$ cat config.mk
export PLATFORM = sky130hd
export DESIGN_NAME = dot_product_accumulator
export DESIGN_NICKNAME = d
export VERILOG_FILES = /design/src/rtl/dot_product_accumulator_pkg.sv /design/src/rtl/dot_product_accumulator_acc_adder.sv /design/src/rtl/dot_product_accumulator.sv
export SDC_FILE = /design/constraint.sdc
export NUM_CORES = 1
export LEC_CHECK = 0
export CAP_MARGIN = 5
export CORE_MARGIN = 5
export CORE_UTILIZATION = 45
export CTS_CLUSTER_SIZE = 12
export DETAILED_ROUTE_END_ITERATION = 10
export PLACE_DENSITY = 0.77
export RECOVER_POWER = 25
export SYNTH_ARGS = -nofsm -noshare
export SYNTH_HDL_FRONTEND = slang
export SYNTH_SLANG_ARGS = --single-unit
$ cat constraint.sdc
create_clock -name clk -period 5.73 [get_ports clk]
set_input_delay 1.146 -clock clk [delete_from_list [all_inputs] [get_ports clk]]
set_output_delay 1.146 -clock clk [all_outputs]
set_load 0.05 [all_outputs]
$ cat src/rtl/dot_product_accumulator_pkg.sv
// Shared definitions for the dot-product accumulate stage.
//   - state_e   : accumulate FSM states (ACCUM collects terms, DONE holds result)
//   - DPA_*     : default parameter values for dot_product_accumulator
// Optional feature macro: DPA_OVERFLOW_EN (adds the out_ovf sticky carry flag).
package dot_product_accumulator_pkg;

  localparam int DPA_BIT_WIDTH    = 4;
  localparam int DPA_RESULT_WIDTH = 2 * DPA_BIT_WIDTH;
  localparam int DPA_VEC_LEN      = 4;

  typedef enum logic {
    ACCUM = 1'b0,
    DONE  = 1'b1
  } state_e;

endpackage

$ cat src/rtl/dot_product_accumulator_acc_adder.sv
// Structural ripple-carry adder for the accumulate stage.
//   project_1 : one-bit full adder cell (a, b, c_in -> sum, c_out)
//   acc_adder : RESULT_WIDTH-bit chain of project_1 cells, carry-in tied to 0
//     a_i, b_i : operands             sum_o : a_i + b_i (mod 2^RESULT_WIDTH)
//     c_out_o  : carry out of the most significant bit
// Purely combinational; all state lives in dot_product_accumulator.
module project_1 (
  input  logic a,
  input  logic b,
  input  logic c_in,
  output logic sum,
  output logic c_out
);

  assign sum   = a ^ b ^ c_in;
  assign c_out = (a & b) | (c_in & (a ^ b));

endmodule

module acc_adder #(
  parameter int RESULT_WIDTH = 8
) (
  input  logic [RESULT_WIDTH-1:0] a_i,
  input  logic [RESULT_WIDTH-1:0] b_i,
  output logic [RESULT_WIDTH-1:0] sum_o,
  output logic                    c_out_o
);

  logic [RESULT_WIDTH:0] carry;

  assign carry[0] = 1'b0;

  for (genvar i = 0; i < RESULT_WIDTH; i++) begin : g_bit
    project_1 u_fa (
      .a     (a_i[i]),
      .b     (b_i[i]),
      .c_in  (carry[i]),
      .sum   (sum_o[i]),
      .c_out (carry[i+1])
    );
  end

  assign c_out_o = carry[RESULT_WIDTH];

endmodule

$ cat src/rtl/dot_product_accumulator.sv
// Dot-product accumulate stage: sums exactly VEC_LEN unsigned product terms
// and presents one result per vector with valid/ready on both sides.
// Ports:
//   clk, rst_n            clock, asynchronous active-low reset
//   in_valid/in_ready     term handshake, in_data = product term
//   clear                 synchronous abort of the current vector (wins over handshakes)
//   out_valid/out_ready   result handshake, out_data = sum mod 2^RESULT_WIDTH
//   out_ovf               (only with DPA_OVERFLOW_EN) carry-out seen in the vector
// Optional feature macro: DPA_OVERFLOW_EN.
module dot_product_accumulator
  import dot_product_accumulator_pkg::*;
#(
  parameter int BIT_WIDTH    = DPA_BIT_WIDTH,
  parameter int RESULT_WIDTH = 2 * BIT_WIDTH,
  parameter int VEC_LEN      = DPA_VEC_LEN
) (
  input  logic                    clk,
  input  logic                    rst_n,
  input  logic                    in_valid,
  output logic                    in_ready,
  input  logic [RESULT_WIDTH-1:0] in_data,
  input  logic                    clear,
  output logic                    out_valid,
  input  logic                    out_ready,
`ifdef DPA_OVERFLOW_EN
  output logic                    out_ovf,
`endif
  output logic [RESULT_WIDTH-1:0] out_data
);

  localparam int              CNT_W = (VEC_LEN > 1) ? $clog2(VEC_LEN) : 1;
  localparam logic [CNT_W-1:0] LAST = CNT_W'(VEC_LEN - 1);

  state_e                  state_q;
  logic [RESULT_WIDTH-1:0] acc_q;
  logic [CNT_W-1:0]        count_q;
  logic                    in_ready_q;
  logic                    out_valid_q;
  logic [RESULT_WIDTH-1:0] out_data_q;

  logic [RESULT_WIDTH-1:0] acc_d;
  logic [RESULT_WIDTH-1:0] sum_d;
  logic                    accept;

  // First term of a vector starts from zero regardless of acc_q.
  assign acc_d  = (count_q == '0) ? '0 : acc_q;
  assign accept = in_valid && in_ready_q;

`ifdef DPA_OVERFLOW_EN
  logic carry_d;
  logic ovf_run_q;
  logic out_ovf_q;

  acc_adder #(.RESULT_WIDTH(RESULT_WIDTH)) u_adder (
    .a_i     (acc_d),
    .b_i     (in_data),
    .sum_o   (sum_d),
    .c_out_o (carry_d)
  );

  // Sticky carry for the vector in flight; restarts on its first term.
  always_ff @(posedge clk or negedge rst_n) begin
    if (!rst_n) begin
      ovf_run_q <= 1'b0;
      out_ovf_q <= 1'b0;
    end else if (clear) begin
      ovf_run_q <= 1'b0;
      out_ovf_q <= 1'b0;
    end else if (state_q == ACCUM && accept) begin
      if (count_q == '0) begin
        ovf_run_q <= carry_d;
        out_ovf_q <= 1'b0;
      end else begin
        ovf_run_q <= ovf_run_q | carry_d;
      end
      if (count_q == LAST) begin
        out_ovf_q <= ovf_run_q | carry_d;
      end
    end
  end

  assign out_ovf = out_ovf_q;
`else
  acc_adder #(.RESULT_WIDTH(RESULT_WIDTH)) u_adder (
    .a_i     (acc_d),
    .b_i     (in_data),
    .sum_o   (sum_d),
    .c_out_o ()
  );
`endif

  always_ff @(posedge clk or negedge rst_n) begin
    if (!rst_n) begin
      state_q     <= ACCUM;
      acc_q       <= '0;
      count_q     <= '0;
      in_ready_q  <= 1'b1;
      out_valid_q <= 1'b0;
      out_data_q  <= '0;
    end else if (clear) begin
      state_q     <= ACCUM;
      acc_q       <= '0;
      count_q     <= '0;
      in_ready_q  <= 1'b1;
      out_valid_q <= 1'b0;
    end else begin
      case (state_q)
        ACCUM: begin
          if (accept) begin
            acc_q <= sum_d;
            if (count_q == LAST) begin
              count_q     <= '0;
              state_q     <= DONE;
              in_ready_q  <= 1'b0;
              out_valid_q <= 1'b1;
              out_data_q  <= sum_d;
            end else begin
              count_q <= count_q + 1'b1;
            end
          end
        end
        DONE: begin
          if (out_ready) begin
            state_q     <= ACCUM;
            acc_q       <= '0;
            in_ready_q  <= 1'b1;
            out_valid_q <= 1'b0;
          end
        end
        default: begin
          state_q <= ACCUM;
        end
      endcase
    end
  end

  assign in_ready  = in_ready_q;
  assign out_valid = out_valid_q;
  assign out_data  = out_data_q;

endmodule

==> impl_metrics.xml, run 1 <==
<?xml version="1.0" encoding="UTF-8"?>
<metrics>
  <group name="sta">
    <metric name="unrepaired_setup_endpoints_after_global_routing" unit="">no</metric>
    <metric name="hold_viol_final" unit="">0</metric>
    <metric name="clock-skew-final" unit="ns">0.00801</metric>
    <metric name="totalNegativeSetupSlack" unit="ns">0</metric>
    <metric name="fin_crit_sh" unit="%">69.9</metric>
    <metric name="report.final.slew_viol_count" unit="">0</metric>
    <metric name="tightest_slew" unit="ns">0.953</metric>
    <metric name="finalWorstPathRequiredPeriod" unit="ns">4.01</metric>
    <metric name="slew_headroom" unit="%">36.3</metric>
    <metric name="setup_viol" unit="">0</metric>
    <metric name="holdWs" unit="ns">0.481</metric>
    <metric name="fmax" unit="MHz">250</metric>
  </group>
  <group name="route">
    <metric name="route.detailed.drc" unit="">0</metric>
    <metric name="via_count" unit="">782</metric>
    <metric name="routed_wl" unit="µm">2150</metric>
    <metric name="viasPerCell" unit="">5.21</metric>
    <metric name="drtAntennaViolNets" unit="">0</metric>
    <metric name="routedWlPerCell" unit="µm">14.3</metric>
    <metric name="drt-pass1-iter-count" unit="">2</metric>
    <metric name="drt_iter0_drc" unit="">21</metric>
  </group>
  <group name="critical_path">
    <metric name="endpoint_kind" unit="">flop</metric>
    <metric name="arrival" unit="ns">4.21</metric>
    <metric name="worst_r2r_path_depth" unit="">16</metric>
    <metric name="r2r-end" unit="">acc_q[6]</metric>
    <metric name="timing.critical_path.required" unit="ns">5.93</metric>
    <metric name="crit_path_max_fanout" unit="">2</metric>
    <metric name="worstReg2RegStart" unit="">count_q[0]</metric>
    <metric name="internal_reg_to_reg_setup_slack" unit="ns">2.09</metric>
    <metric name="startpoint" unit="">in_data[0]</metric>
    <metric name="crit_path_start_kind" unit="">input port</metric>
    <metric name="crit_path_end" unit="">acc_q[6]</metric>
    <metric name="timing_worst_setup_path_type" unit="">in -&gt; reg</metric>
  </group>
  <group name="clocking">
    <metric name="cts.hold.buffers_added" unit="">0</metric>
    <metric name="clock_tree.root_cell" unit="">sky130_fd_sc_hd__clkbuf_4</metric>
    <metric name="cts_resized" unit="">0</metric>
    <metric name="cts-buffers-inserted" unit="">3</metric>
    <metric name="ctsLongestPathBuffers" unit="">2</metric>
    <metric name="clk_pin_slew_worst_paths" unit="ns">0.11</metric>
    <metric name="cts.sinks" unit="">21</metric>
    <metric name="postCtsSetupRepairBufs" unit="">0</metric>
    <metric name="insertion_delay" unit="ns">0.30</metric>
    <metric name="cts-htree-levels" unit="">1</metric>
    <metric name="tritoncts" unit="">yes</metric>
  </group>
  <group name="place">
    <metric name="hpwlAfterDp" unit="µm">1610</metric>
    <metric name="gp_congestion" unit="">0.718</metric>
    <metric name="io_buffer_count" unit="">22</metric>
  </group>
  <group name="synthesis">
    <metric name="syn_avg_cell_area" unit="µm²">12.1</metric>
    <metric name="syn_nets" unit="">118</metric>
    <metric name="netlist-cell-type-count" unit="">27</metric>
    <metric name="ys_seq_area_share" unit="%">45.5</metric>
    <metric name="synth.yosys.warnings" unit="">0</metric>
    <metric name="synthCells" unit="">96</metric>
    <metric name="ys_ff_latch" unit="">21</metric>
    <metric name="netlist_area" unit="µm²">1160</metric>
  </group>
  <group name="finish">
    <metric name="layout-drive-gt1-share" unit="%">10.0</metric>
    <metric name="synthToLayoutAreaGrowth" unit="%">22.9</metric>
    <metric name="layout.area.seq" unit="µm²">527</metric>
    <metric name="count_of_antenna_diodes_in_the_layout" unit="">0</metric>
    <metric name="finalNetCount" unit="">143</metric>
    <metric name="multiInputGateArea" unit="µm²">567</metric>
    <metric name="layout.filler_cells" unit="">228</metric>
  </group>
  <group name="min_path">
    <metric name="hold_class" unit="">reg -&gt; reg</metric>
  </group>
  <group name="floorplanning">
    <metric name="io_pins" unit="">23</metric>
    <metric name="core_region" unit="µm²">2480</metric>
    <metric name="die_w" unit="µm">60.7</metric>
    <metric name="std_cell_rows" unit="">18</metric>
    <metric name="design.die.area" unit="µm²">3690</metric>
    <metric name="initial_core_utilization" unit="%">46.7</metric>
    <metric name="die_h" unit="µm">60.7</metric>
  </group>
  <group name="global_routing">
    <metric name="grt_use_total" unit="%">14.0</metric>
    <metric name="via_count_of_the_first_global_routing_pass" unit="">844</metric>
    <metric name="grt-ovfl-total" unit="">0</metric>
    <metric name="grt_max_degree" unit="">22</metric>
    <metric name="grt_antenna_before_repair" unit="">0</metric>
    <metric name="grt_pass1_wl" unit="µm">3840</metric>
  </group>
  <group name="power">
    <metric name="ratio_of_total_power_to_cell_area" unit="nW/µm²">250</metric>
    <metric name="static-leakage-power" unit="nW">0.717</metric>
    <metric name="power.ir.vdd_worst" unit="µV">174</metric>
  </group>
  <group name="flow_run">
    <metric name="drv_cap" unit="">0</metric>
  </group>
  <group name="run_status">
    <metric name="outcome" unit="">finished clean</metric>
  </group>
</metrics>
## where the power goes
group	switching [mW]	internal (mW)
Clock	0.0436	0.0271
Sequential	0.00869	0.164
Combinational	0.0643	0.0485
Total	0.117	0.239
## metal layers
layer	track usage, %	vias to the layer above	wire (µm)
met2	22.3	20	999
li1	-	373	-
met3	3.40	2	122
met5	0	-	0
met4	4.64	0	27
met1	18.9	387	998
## cells in the final DEF, fill, tap and decap left out, types with 2 or more instances in the layout
cell	instances
sky130_fd_sc_hd__clkdlybuf4s50_1	19
sky130_fd_sc_hd__dlygate4sd3_1	3
sky130_fd_sc_hd__a22o_1	3
sky130_fd_sc_hd__nor4_1	2
sky130_fd_sc_hd__ha_1	3
sky130_fd_sc_hd__a21oi_1	5
sky130_fd_sc_hd__xnor2_1	2
sky130_fd_sc_hd__nor2b_1	5
sky130_fd_sc_hd__inv_1	12
sky130_fd_sc_hd__a21o_1	5
sky130_fd_sc_hd__nand2b_1	4
sky130_fd_sc_hd__nor4b_1	2
sky130_fd_sc_hd__mux2i_1	3
sky130_fd_sc_hd__nand2_1	7
sky130_fd_sc_hd__mux2_4	5
sky130_fd_sc_hd__clkbuf_4	3
sky130_fd_sc_hd__dfrtp_1	20
sky130_fd_sc_hd__fa_1	6
## sequential cells by signal, indices dropped and copies added (netlist names)
name,cells
in_ready,1
out_data,8
count_q,2
state_q,1
acc_q,8
out_valid,1
## through the flow
step	worst slack (ns)	total power [mW]	utilization, %	cell area [µm²]	std cells
6_report	1.72	0.356	57.4	1420	150
5_1_grt	1.56	0.376	57.4	1420	150
4_1_cts	1.69	0.362	57.6	1430	150
3_5_place_dp	1.35	0.290	56.5	1400	146
3_3_place_gp	1.43	0.288	56.5	1400	146
2_1_floorplan	1.99	0.248	-	1160	96
## critical path: stages
cell and delay [ns]:
sky130_fd_sc_hd__clkdlybuf4s50_1 0.46, sky130_fd_sc_hd__ha_1 0.17, sky130_fd_sc_hd__fa_1 0.17, sky130_fd_sc_hd__inv_1 0.05
sky130_fd_sc_hd__fa_1 0.37, sky130_fd_sc_hd__fa_1 0.38, sky130_fd_sc_hd__inv_1 0.07, sky130_fd_sc_hd__fa_1 0.15
sky130_fd_sc_hd__inv_1 0.05, sky130_fd_sc_hd__fa_1 0.35, sky130_fd_sc_hd__inv_1 0.08, sky130_fd_sc_hd__fa_1 0.44
sky130_fd_sc_hd__nor4b_1 0.16, sky130_fd_sc_hd__a21o_1 0.17
## cell families (layout without fill, tap and decap cells)
family | count (synthesis) | count (layout) | share of synthesized area, %
DFF | 21 | 21 | 45.5
buffers and inverters | 14 | 38 | 5.19
muxes | 8 | 8 | 9.08
xor gates and xnor gates | 2 | 2 | 1.51
adders and majority gates | 9 | 9 | 13.6
AOI/OAI and AO/OA | 14 | 14 | 8.32
and+or+nand+nor | 28 | 28 | 16.8
## synth_stat cells, drive strengths merged
master | number | area (µm²)
clkbuf | 1 | 3.75
dfstp | 1 | 26.3
and3b | 1 | 8.76
nor2b | 5 | 31.3
buf | 1 | 11.3
nor3b | 1 | 18.8
nor3 | 1 | 5.00
nand3b | 1 | 11.3
mux2 | 5 | 75.1
nand2 | 8 | 37.5
xnor2 | 2 | 17.5
a21oi | 5 | 25.0
o21bai | 1 | 7.51
inv | 12 | 45.0
mux2i | 3 | 30.0
nor2 | 1 | 3.75
a22o | 3 | 26.3
a21o | 5 | 37.5
nor4 | 2 | 12.5
nor4b | 2 | 17.5
or3 | 1 | 6.26
ha | 3 | 37.5
nand2b | 4 | 25.0
and4bb | 1 | 16.3
dfrtp | 20 | 500
fa | 6 | 120
## cell type report
cell class / count / share of cell area, %
Clock buffer: 4 / 1.85
Inverter: 12 / 3.17
Multi-Input combinational cell: 61 / 39.8
Sequential cell: 21 / 37.0
Tap cell: 30 / 2.64
Timing Repair Buffer: 22 / 15.5
## how the worst min path moves through the flow
stage | endpoint | slack [ns] | depth (start not counted) | from
finish | acc_q[4] | 0.48 | 1 | acc_q[4]
floorplan | acc_q[4] | 0.44 | 1 | acc_q[4]
detailed placement | acc_q[4] | 0.46 | 1 | acc_q[4]
CTS | acc_q[4] | 0.48 | 1 | acc_q[4]
global placement | acc_q[4] | 0.45 | 1 | acc_q[4]
global route | acc_q[3] | 0.53 | 1 | acc_q[3]
No activity file was read; power rests on OpenSTA's default activity.
==> run 2, diff against run 1 <==
Clock period 5.73 ns to 3.92 ns, I/O delays scaled along.
==> run 2 against run 1 <==
  * Wire length is 0.47% lower
  * First-iteration DRC count is 9.5% lower
  * Global-route usage is 0.42 points lower
  * Sequential cell count stayed put
  * Worst setup slack worse by 1.4 ns
  * Critical path depth is 1 higher
  * Combinational power is 46% higher
  * Clock skew is 0.0051 ns lower
  * Sequential share of layout area is 0.098 points lower
  * Design area is 0.26% higher
  * Utilization is 0.15 points higher
  * Power is 47% higher
  * Critical endpoint is now out_data[7]
  * Highest routed layer unchanged
==> impl_metrics.xml, run 2 (synthesis results as in run 1) <==
<?xml version="1.0" encoding="UTF-8"?>
<metrics>
  <group name="finish">
    <metric name="mostFrequentLayoutCell" unit="">sky130_fd_sc_hd__dfrtp_1</metric>
    <metric name="finalNetCount" unit="">143</metric>
    <metric name="final_util" unit="%">57.6</metric>
    <metric name="final_cell_mix" unit="">sky130_fd_sc_hd__dfrtp_1, sky130_fd_sc_hd__clkdlybuf4s50_1, sky130_fd_sc_hd__inv_1</metric>
    <metric name="count_of_antenna_diodes_in_the_layout" unit="">0</metric>
    <metric name="synthToLayoutAreaGrowth" unit="%">23.2</metric>
    <metric name="layout-drive-gt1-share" unit="%">10.8</metric>
  </group>
  <group name="global_routing">
    <metric name="grt_use_total" unit="%">13.6</metric>
    <metric name="grt_pass1_wl" unit="µm">3670</metric>
    <metric name="grt_max_degree" unit="">22</metric>
    <metric name="grt_antenna_before_repair" unit="">0</metric>
    <metric name="via_count_of_the_first_global_routing_pass" unit="">798</metric>
    <metric name="grt-ovfl-total" unit="">0</metric>
  </group>
  <group name="clocking">
    <metric name="cts_resized" unit="">0</metric>
    <metric name="cts.hold.buffers_added" unit="">0</metric>
    <metric name="postCtsSetupRepairBufs" unit="">0</metric>
    <metric name="clk_pin_slew_worst_paths" unit="ns">0.11</metric>
    <metric name="tritoncts" unit="">yes</metric>
    <metric name="cts.sinks" unit="">21</metric>
    <metric name="ctsLongestPathBuffers" unit="">2</metric>
    <metric name="insertion_delay" unit="ns">0.31</metric>
    <metric name="cts-buffers-inserted" unit="">3</metric>
    <metric name="cts-htree-levels" unit="">1</metric>
    <metric name="clock_tree.root_cell" unit="">sky130_fd_sc_hd__clkbuf_4</metric>
  </group>
  <group name="sta">
    <metric name="fin_crit_sh" unit="%">91.9</metric>
    <metric name="hold_viol_final" unit="">0</metric>
    <metric name="setup_viol" unit="">0</metric>
    <metric name="fmax" unit="MHz">278</metric>
    <metric name="totalNegativeSetupSlack" unit="ns">0</metric>
    <metric name="holdWs" unit="ns">0.487</metric>
    <metric name="slew_headroom" unit="%">37.0</metric>
    <metric name="report.final.slew_viol_count" unit="">0</metric>
    <metric name="tightest_slew" unit="ns">0.942</metric>
    <metric name="unrepaired_setup_endpoints_after_global_routing" unit="">no</metric>
    <metric name="clock-skew-final" unit="ns">0.00287</metric>
    <metric name="finalWorstPathRequiredPeriod" unit="ns">3.60</metric>
  </group>
  <group name="place">
    <metric name="hpwlAfterDp" unit="µm">1590</metric>
    <metric name="gp_congestion" unit="">0.719</metric>
    <metric name="io_buffer_count" unit="">22</metric>
  </group>
  <group name="critical_path">
    <metric name="crit_path_max_fanout" unit="">2</metric>
    <metric name="timing.critical_path.required" unit="ns">4.13</metric>
    <metric name="worst_stage_delay_on_the_critical_path" unit="ns">0.40</metric>
    <metric name="worstPathCellList" unit="">clkdlybuf4s50_1, ha_1, fa_1, inv_1, fa_1, fa_1, inv_1, fa_1, inv_1, fa_1, inv_1, fa_1, xnor2_1, xnor2_1, mux2_4</metric>
    <metric name="arrival" unit="ns">3.81</metric>
    <metric name="crit_path_start_kind" unit="">input port</metric>
    <metric name="timing_worst_setup_path_type" unit="">in -&gt; reg</metric>
    <metric name="crit_path_frequent_cell" unit="">sky130_fd_sc_hd__fa_1</metric>
    <metric name="cp_slowest_cell" unit="">sky130_fd_sc_hd__clkdlybuf4s50_1</metric>
    <metric name="endpoint_kind" unit="">flop</metric>
  </group>
  <group name="run_status">
    <metric name="outcome" unit="">finished clean</metric>
  </group>
  <group name="route">
    <metric name="via_count" unit="">766</metric>
    <metric name="met3RoutedLength" unit="µm">129</metric>
    <metric name="routed_wl" unit="µm">2140</metric>
    <metric name="route.detailed.drc" unit="">0</metric>
    <metric name="routedWlPerCell" unit="µm">14.3</metric>
    <metric name="drt_iter0_drc" unit="">19</metric>
    <metric name="viasPerCell" unit="">5.11</metric>
    <metric name="drt-pass1-iter-count" unit="">4</metric>
    <metric name="detail_route.wirelength.met1" unit="µm">1000</metric>
    <metric name="wl_met2" unit="µm">964</metric>
    <metric name="dr.max_layer_used" unit="">met4</metric>
    <metric name="drtAntennaViolNets" unit="">0</metric>
  </group>
  <group name="floorplanning">
    <metric name="std_cell_rows" unit="">18</metric>
    <metric name="io_pins" unit="">23</metric>
    <metric name="die_h" unit="µm">60.7</metric>
    <metric name="die_w" unit="µm">60.7</metric>
    <metric name="core_region" unit="µm²">2480</metric>
    <metric name="initial_core_utilization" unit="%">46.7</metric>
    <metric name="design.die.area" unit="µm²">3690</metric>
  </group>
  <group name="flow_run">
    <metric name="drv_cap" unit="">0</metric>
  </group>
  <group name="power">
    <metric name="ratio_of_total_power_to_cell_area" unit="nW/µm²">367</metric>
    <metric name="report.power.total" unit="mW">0.524</metric>
    <metric name="static-leakage-power" unit="nW">0.721</metric>
    <metric name="power.ir.vdd_worst" unit="µV">270</metric>
  </group>
  <group name="min_path">
    <metric name="hold_class" unit="">reg -&gt; reg</metric>
  </group>
</metrics>
## run 2: metal layers
layer	track usage (%)	vias to the layer above
met2	20.8	23
met4	5.57	0
met3	3.19	5
met1	18.7	367
li1	-	371
met5	0	-
## run 2: where the power goes
| group | switching [mW] | internal (mW) | total, mW |
|---|---|---|---|
| Clock | 0.0664 | 0.0398 | 0.106 |
| Sequential | 0.0129 | 0.239 | 0.252 |
| Combinational | 0.0940 | 0.0710 | 0.165 |
## run 2: area by class of cell
| cell class | instances | area (µm²) |
|---|---|---|
| Clock buffer | 4 | 26.3 |
| Inverter | 12 | 45.0 |
| Sequential cell | 21 | 527 |
| Timing Repair Buffer | 22 | 220 |
| Multi-Input combinational cell | 61 | 571 |
| Fill cell | 222 | 1050 |
| Tap cell | 30 | 37.5 |
## run 2: path summary, 6_finish.rpt
kind,startpoint,to,slack [ns],depth (start not counted)
worst max-delay path,in_data[0],out_data[7],0.32,15
worst min-delay path,acc_q[6],acc_q[6],0.49,1
worst max register to register,count_q[0],out_data[7],0.33,17
worst min register to register,acc_q[6],acc_q[6],0.49,1
max in group asynchronous,rst_n,out_valid,2.30,1
min in group asynchronous,rst_n,out_data[0],1.05,1
## run 2: worst max-delay path: cells and delay by family
family	cells	cell delay [ns]
adders and majority gates	7	1.77
buffers and inverters	5	0.64
xor gates and xnor gates	2	0.33
muxes	1	0.27
## run 2: through the flow
step                cell area, µm²  setup slack [ns]  instances
global route                  1430            0.0627        150
CTS                           1430             0.290        150
floorplan                     1160             0.541         96
detailed placement            1400           -0.0501        146
finish                        1430             0.317        150
global placement              1400           -0.0311        146
